<file path="config.mk">
export PLATFORM = sky130hd
export DESIGN_NAME = ppt_pulse_sequencer
export DESIGN_NICKNAME = d
export VERILOG_FILES = /design/src/rtl/ppt_pkg.sv /design/src/rtl/ppt_prescaler.sv /design/src/rtl/ppt_pulse_sequencer.sv
export SDC_FILE = /design/constraint.sdc
export NUM_CORES = 1
export LEC_CHECK = 0
export BUFFER_PORTS_ARGS = -buffer_cell sky130_fd_sc_hd__buf_2
export CAP_MARGIN = 20
export CORE_MARGIN = 4
export CORE_UTILIZATION = 30
export CTS_CLUSTER_SIZE = 40
export DETAILED_ROUTE_END_ITERATION = 6
export PLACE_DENSITY_LB_ADDON = 0.1
export SETUP_SLACK_MARGIN = 0.4
export SLEW_MARGIN = 10
export SYNTH_ARGS = -nofsm -noshare
export SYNTH_HDL_FRONTEND = slang
export SYNTH_HIERARCHICAL = 1
export SYNTH_SLANG_ARGS = --single-unit
</file>
<file path="constraint.sdc">
create_clock -name clk -period 4.89 [get_ports clk]
set_input_delay 0.7335 -clock clk [delete_from_list [all_inputs] [get_ports clk]]
set_output_delay 0.7335 -clock clk [all_outputs]
set_load 0.05 [all_outputs]
</file>
<file path="src/rtl/ppt_pkg.sv">
// Shared types and constants for the PPT firing-train sequencer and its helpers.
package ppt_pkg;

  typedef enum logic [1:0] {
    IDLE,
    FIRE,
    DONE
  } state_e;

  localparam int CLK_DIV_W = 5;
  localparam int TIME_W    = 14;
  localparam int COUNT_W   = 8;

  // Register-map power-on defaults, used for the shadow copies out of reset.
  localparam int CLK_DIV_DEF = 9;
  localparam int PERIOD_DEF  = 128;
  localparam int WIDTH_DEF   = 1;
  localparam int COUNT_DEF   = 16;

endpackage

</file>
<file path="src/rtl/ppt_prescaler.sv">
// Time-base divider: one-clock tick every 2^(clk_div+1) clocks, restartable by clear.
module ppt_prescaler
  import ppt_pkg::*;
#(
  parameter int PRESC_W = 32
) (
  input  logic                 clk,
  input  logic                 rstn,
  input  logic [CLK_DIV_W-1:0] clk_div,
  input  logic                 clear,
  output logic                 tick
);

  logic [PRESC_W-1:0]   cnt;
  logic [PRESC_W-1:0]   terminal;
  logic [CLK_DIV_W-1:0] div_sat;

  // Divider selections beyond the counter width saturate to the longest period.
  always_comb begin
    div_sat = clk_div;
    if (int'(clk_div) > PRESC_W - 2) begin
      div_sat = CLK_DIV_W'(PRESC_W - 2);
    end
    terminal = (PRESC_W'(1) << (div_sat + CLK_DIV_W'(1))) - PRESC_W'(1);
  end

  assign tick = (cnt == terminal) && !clear;

  always_ff @(posedge clk or negedge rstn) begin
    if (!rstn) begin
      cnt <= '0;
    end else if (clear || (cnt == terminal)) begin
      cnt <= '0;
    end else begin
      cnt <= cnt + PRESC_W'(1);
    end
  end

endmodule

</file>
<file path="src/rtl/ppt_pulse_sequencer.sv">
// PPT firing-train sequencer: emits count pulses of width ticks every period ticks,
// from a shadow copy of the register-map configuration taken at each run rising edge.
module ppt_pulse_sequencer #(
  parameter int PRESC_W = 32,
  parameter int TIME_W  = ppt_pkg::TIME_W,
  parameter int COUNT_W = ppt_pkg::COUNT_W
) (
  input  logic                          clk,
  input  logic                          rstn,
  input  logic [ppt_pkg::CLK_DIV_W-1:0] clk_div,
  input  logic [TIME_W-1:0]             period,
  input  logic [TIME_W-1:0]             width,
  input  logic [COUNT_W-1:0]            count,
  input  logic                          run,
  output logic                          pulse,
  output logic [COUNT_W-1:0]            count_done,
  output logic                          done,
  output logic                          busy
);
  import ppt_pkg::*;

  state_e               state, state_d;
  logic                 run_q;
  logic [CLK_DIV_W-1:0] clk_div_s, clk_div_d;
  logic [TIME_W-1:0]    period_s, period_d;
  logic [TIME_W-1:0]    width_s, width_d;
  logic [COUNT_W-1:0]   count_s, count_d;
  logic [TIME_W-1:0]    tick_cnt, tick_cnt_d;
  logic [COUNT_W-1:0]   count_done_d;
  logic                 pulse_d, done_d, busy_d;

  logic                 start, tick, last_tick;
  logic [TIME_W-1:0]    period_eff, width_eff, tick_next;
  logic [COUNT_W-1:0]   done_inc;

  assign start = run && !run_q;

  // Clamp so every period has at least one low tick; the shadows store the clamped values.
  always_comb begin
    period_eff = (period < TIME_W'(2)) ? TIME_W'(2) : period;
    width_eff  = (width > period_eff - TIME_W'(1)) ? period_eff - TIME_W'(1) : width;
  end

  ppt_prescaler #(
    .PRESC_W (PRESC_W)
  ) u_prescaler (
    .clk     (clk),
    .rstn    (rstn),
    .clk_div (clk_div_s),
    .clear   (start && (state == IDLE)),
    .tick    (tick)
  );

  always_comb begin
    state_d      = state;
    clk_div_d    = clk_div_s;
    period_d     = period_s;
    width_d      = width_s;
    count_d      = count_s;
    tick_cnt_d   = tick_cnt;
    count_done_d = count_done;
    pulse_d      = pulse;
    done_d       = done;
    busy_d       = busy;
    last_tick    = (tick_cnt == period_s - TIME_W'(1));
    tick_next    = last_tick ? '0 : tick_cnt + TIME_W'(1);
    done_inc     = count_done + COUNT_W'(1);

    case (state)
      IDLE: begin
        pulse_d = 1'b0;
        busy_d  = 1'b0;
        done_d  = 1'b0;
        if (start) begin
          clk_div_d    = clk_div;
          period_d     = period_eff;
          width_d      = width_eff;
          count_d      = count;
          tick_cnt_d   = '0;
          count_done_d = '0;
          if (count == '0) begin
            state_d = DONE;
            done_d  = 1'b1;
          end else begin
            state_d = FIRE;
            busy_d  = 1'b1;
            pulse_d = (width_eff != '0);
          end
        end
      end

      FIRE: begin
        if (tick) begin
          tick_cnt_d = tick_next;
          pulse_d    = (tick_next < width_s);
          if (last_tick) begin
            count_done_d = done_inc;
          end
        end
        // An abort wins over a simultaneous final tick, but the firing is still counted.
        if (!run) begin
          state_d = IDLE;
          pulse_d = 1'b0;
          busy_d  = 1'b0;
        end else if (tick && last_tick && (done_inc == count_s)) begin
          state_d = DONE;
          pulse_d = 1'b0;
          busy_d  = 1'b0;
          done_d  = 1'b1;
        end
      end

      DONE: begin
        pulse_d = 1'b0;
        busy_d  = 1'b0;
        if (!run) begin
          state_d = IDLE;
          done_d  = 1'b0;
        end
      end

      default: begin
        state_d = IDLE;
        pulse_d = 1'b0;
        busy_d  = 1'b0;
        done_d  = 1'b0;
      end
    endcase
  end

  always_ff @(posedge clk or negedge rstn) begin
    if (!rstn) begin
      state      <= IDLE;
      run_q      <= 1'b0;
      clk_div_s  <= CLK_DIV_W'(CLK_DIV_DEF);
      period_s   <= TIME_W'(PERIOD_DEF);
      width_s    <= TIME_W'(WIDTH_DEF);
      count_s    <= COUNT_W'(COUNT_DEF);
      tick_cnt   <= '0;
      count_done <= '0;
      pulse      <= 1'b0;
      done       <= 1'b0;
      busy       <= 1'b0;
    end else begin
      state      <= state_d;
      run_q      <= run;
      clk_div_s  <= clk_div_d;
      period_s   <= period_d;
      width_s    <= width_d;
      count_s    <= count_d;
      tick_cnt   <= tick_cnt_d;
      count_done <= count_done_d;
      pulse      <= pulse_d;
      done       <= done_d;
      busy       <= busy_d;
    end
  end

endmodule

</file>
==> impl_metrics.sql <==
INSERT INTO impl_metrics (metric_group, metric, value, unit) VALUES
('status', 'run_status', 'completed', ''),
('logic_synthesis', 'mappedNetlistArea', '0.00763', 'mm2'),
('sta', 'tns', '0', 'ns'),
('setup_path', 'crit_path_max_incr_delay', '0.53', 'ns'),
('global_routing', 'grt_max_degree', '63', ''),
('floorplan', 'die_w', '167', 'um'),
('final_layout', 'fin_area', '0.00880', 'mm2'),
('power', 'irDropWorstVdd', '0.000152', 'V'),
('logic_synthesis', 'synthDominantCellAreaShare', '31.5', '%'),
('final_layout', 'register_area', '0.00253', 'mm2'),
('routing', 'vias', '6798', ''),
('cts', 'cts_sinks', '101', ''),
('placed_design', 'gpl.final_weighted_congestion', '0.801', ''),
('global_routing', 'met2_usage', '26.7', '%'),
('setup_path', 'path_max_fanout', '10', ''),
('min_path', 'hold_removal_path_class', 'input pin to asynchronous set/reset pin', ''),
('placed_design', 'placement.io_buffers', '54', ''),
('global_routing', 'grt_remaining_overflow', '0', ''),
('cts', 'htree_levels', '3', ''),
('logic_synthesis', 'synth.yosys.seq_area_share', '33.2', '%'),
('global_routing', 'grt_use_total', '16.1', '%'),
('final_layout', 'multi_input_comb_area', '0.00476', 'mm2'),
('cts', 'tritoncts', 'yes', ''),
('logic_synthesis', 'avgSynthCellArea', '8.26', 'um2'),
('final_layout', 'layout_commonest_cell', 'nand2_1', ''),
('cts', 'cts_made_buffers', '9', ''),
('sta', 'min_period_over_period', '88.3', '%'),
('sta', 'relSlewSlack', '46.3', '%'),
('global_routing', 'antenna_found_initial', '0', ''),
('floorplan', 'io_pins', '55', ''),
('floorplan', 'core_area', '0.0251', 'mm2'),
('logic_synthesis', 'synth_top_cell_by_area', 'dfrtp_1', ''),
('cts', 'hold_buffers_post_cts', '0', ''),
('routing', 'detail_route.vias_per_cell', '5.22', ''),
('final_layout', 'layout.cells.most_common_list', 'nand2_1, dfrtp_1, nor2_1', ''),
('sta', 'finalHoldViolations', '0', ''),
('cts', 'worstSkewPairLatency', '0.36', 'ns'),
('final_layout', 'antenna-diode-count', '0', ''),
('setup_path', 'crit_path_end_kind', 'flip-flop', ''),
('routing', 'avgRoutedWirePerCell', '17.5', 'um'),
('final_layout', 'post_route_cells_drive_above_1_share', '15.2', '%'),
('global_routing', 'grtUsageMet1', '22.2', '%'),
('run', 'cap_violations', '0', ''),
('routing', 'first_pass_iters', '6', ''),
('sta', 'achievable-frequency', '232', 'MHz'),
('logic_synthesis', 'gate_count_after_technology_mapping', '924', ''),
('routing', 'number_of_nets_with_antenna_violations_after_routing', '0', ''),
('sta', 'drv_slew', '0', ''),
('final_layout', 'net_count_of_the_finished_layout', '1044', ''),
('floorplan', 'fp-row-count', '58', ''),
('global_routing', 'globalRouteMet3Util', '2.12', '%'),
('routing', 'detailedRoute.firstIterationViolations', '328', ''),
('routing', 'route.final.wire_length', '22700', 'um'),
('power', 'p_per_area', '299', 'mW/mm2'),
('placed_design', 'post_dp_cell_area', '0.00832', 'mm2'),
('logic_synthesis', 'postSynth.asyncResetShare', '100', '%'),
('global_routing', 'most_used_routing_layer_in_global_routing', 'met2', ''),
('setup_path', 'critical_path_required', '5.15', 'ns'),
('cts', 'clk_transition_reported_paths', '0.07', 'ns'),
('sta', 'setup_violations', '0', ''),
('power', 'p_leak', '3.81', 'nW'),
('setup_path', 'critical_path_arrival', '4.57', 'ns'),
('sta', 'skew', '0.0143', 'ns'),
('setup_path', 'path_cells', 'buf_2 -> or4_4 -> or4_4 -> o41ai_4 -> ha_2 -> inv_2 -> or2_4 -> nor3_4 -> xnor2_2 -> ha_1 -> nand4_1 -> or2_4 -> o31a_1 -> buf_4 -> clkbuf_16 -> and2_1 -> o31ai_1', ''),
('logic_synthesis', 'synth_enable_flop_cells', '0', ''),
('cts', 'cts.root.buffer_cell', 'clkbuf_16', ''),
('sta', 'setup_repair_after_global_routing_missed_its_margin', 'true', ''),
('logic_synthesis', 'synthesis.yosys.warnings', '6', ''),
('floorplan', 'starting_utilization_of_the_core_area', '30.4', '%'),
('placed_design', 'detailedPlacementHpwl', '16700', 'um'),
('global_routing', 'grt_pass1_vias', '6585', '');
kinds of logic after synthesis:
| group | after synthesis | share of synthesized area (%) |
|---|---|---|
| other | 1 | 0.0491 |
| xor gates and xnor gates | 88 | 10.3 |
| buffers and inverters | 105 | 5.74 |
| adders and majority gates | 33 | 5.41 |
| and+or+nand+nor | 409 | 27.4 |
| AOI/OAI and AO/OA | 174 | 16.2 |
| DFF | 101 | 33.2 |
| muxes | 13 | 1.71 |
stage by stage:
stage,instances,setup slack [ns],total power [mW],utilization (%)
CTS,1296,0.411,2.64,34.5
global route,1302,0.284,2.81,35.0
detailed placement,1280,0.0455,1.82,33.1
global placement,1280,0.139,1.82,33.1
finish,1302,0.572,2.63,35.0
floorplan,924,0.255,1.57,-
path summary, 6_finish.rpt:
path                        startpoint                 end  slack (ns)  cells after the start
max                          period[4]          width_s[3]        0.57                     17
min                               rstn  u_prescaler/cnt[8]        0.35                      1
max reg2reg                period_s[0]               pulse        0.69                     17
min reg2reg                 count_s[4]          count_s[4]        0.46                      2
max in group asynchronous         rstn          count_s[4]        3.60                      2
min in group clk            count_s[4]          count_s[4]        0.46                      2
power breakdown:
group | leakage [nW] | switching [mW] | total [mW] | internal, mW
logic | 2.33 | 0.472 | 0.792 | 0.320
registers | 1.33 | 0.0989 | 1.03 | 0.928
clock network | 0.156 | 0.343 | 0.810 | 0.467
total | 3.81 | 0.914 | 2.63 | 1.71
registers in the layout, summed over array words and instances (netlist names):
name	count
run_q	1
u_prescaler/cnt	32
busy	1
period_s	14
pulse	1
count_s	8
count_done	8
tick_cnt	14
clk_div_s	5
state	2
width_s	14
done	1
worst max-delay path: cells and delay by family:
kind	cells	cell delay, ns
xor+xnor	1	0.09
buf+inv	4	0.48
fa+ha+maj	2	0.56
compound gates	3	0.71
simple gates	7	1.98
final cells by class:
cell class / count / share of cell area (%)
Clock buffer: 10 / 2.72
Timing Repair Buffer: 88 / 6.54
Tap cell: 330 / 4.69
Clock inverter: 6 / 1.05
Inverter: 49 / 2.09
Multi-Input combinational cell: 718 / 54.1
Sequential cell: 101 / 28.8
routing by layer:
layer	up-vias	wire [um]
li1	3404	-
met1	3243	10900
met2	129	10800
met3	22	589
met4	0	388
met5	-	0
synthesized netlist by cell type, types with 12 or more instances:
library cell and count:
o31ai_1 13, a22o_1 14, and3_1 12, nand2_1 124
nor2_1 67, clkbuf_1 35, nor4_1 17, a31oi_1 19
nand2b_1 12, xor2_1 30, dfrtp_1 96, nand4_1 22
xnor2_1 57, ha_1 33, mux2i_1 13, nand3_1 29
inv_1 48, a21oi_1 22, o21ai_0 41, nor3_1 55
or3_1 12
repair_timing:
item,in CTS,in global routing
endpoints found under the hold margin,0,0
endpoints found under the setup margin,3,18
cloned,0,2
resized for setup,1,12
buffers inserted,0,4
pin swaps,0,6
Note: power is estimated with default switching activity, not from simulation.
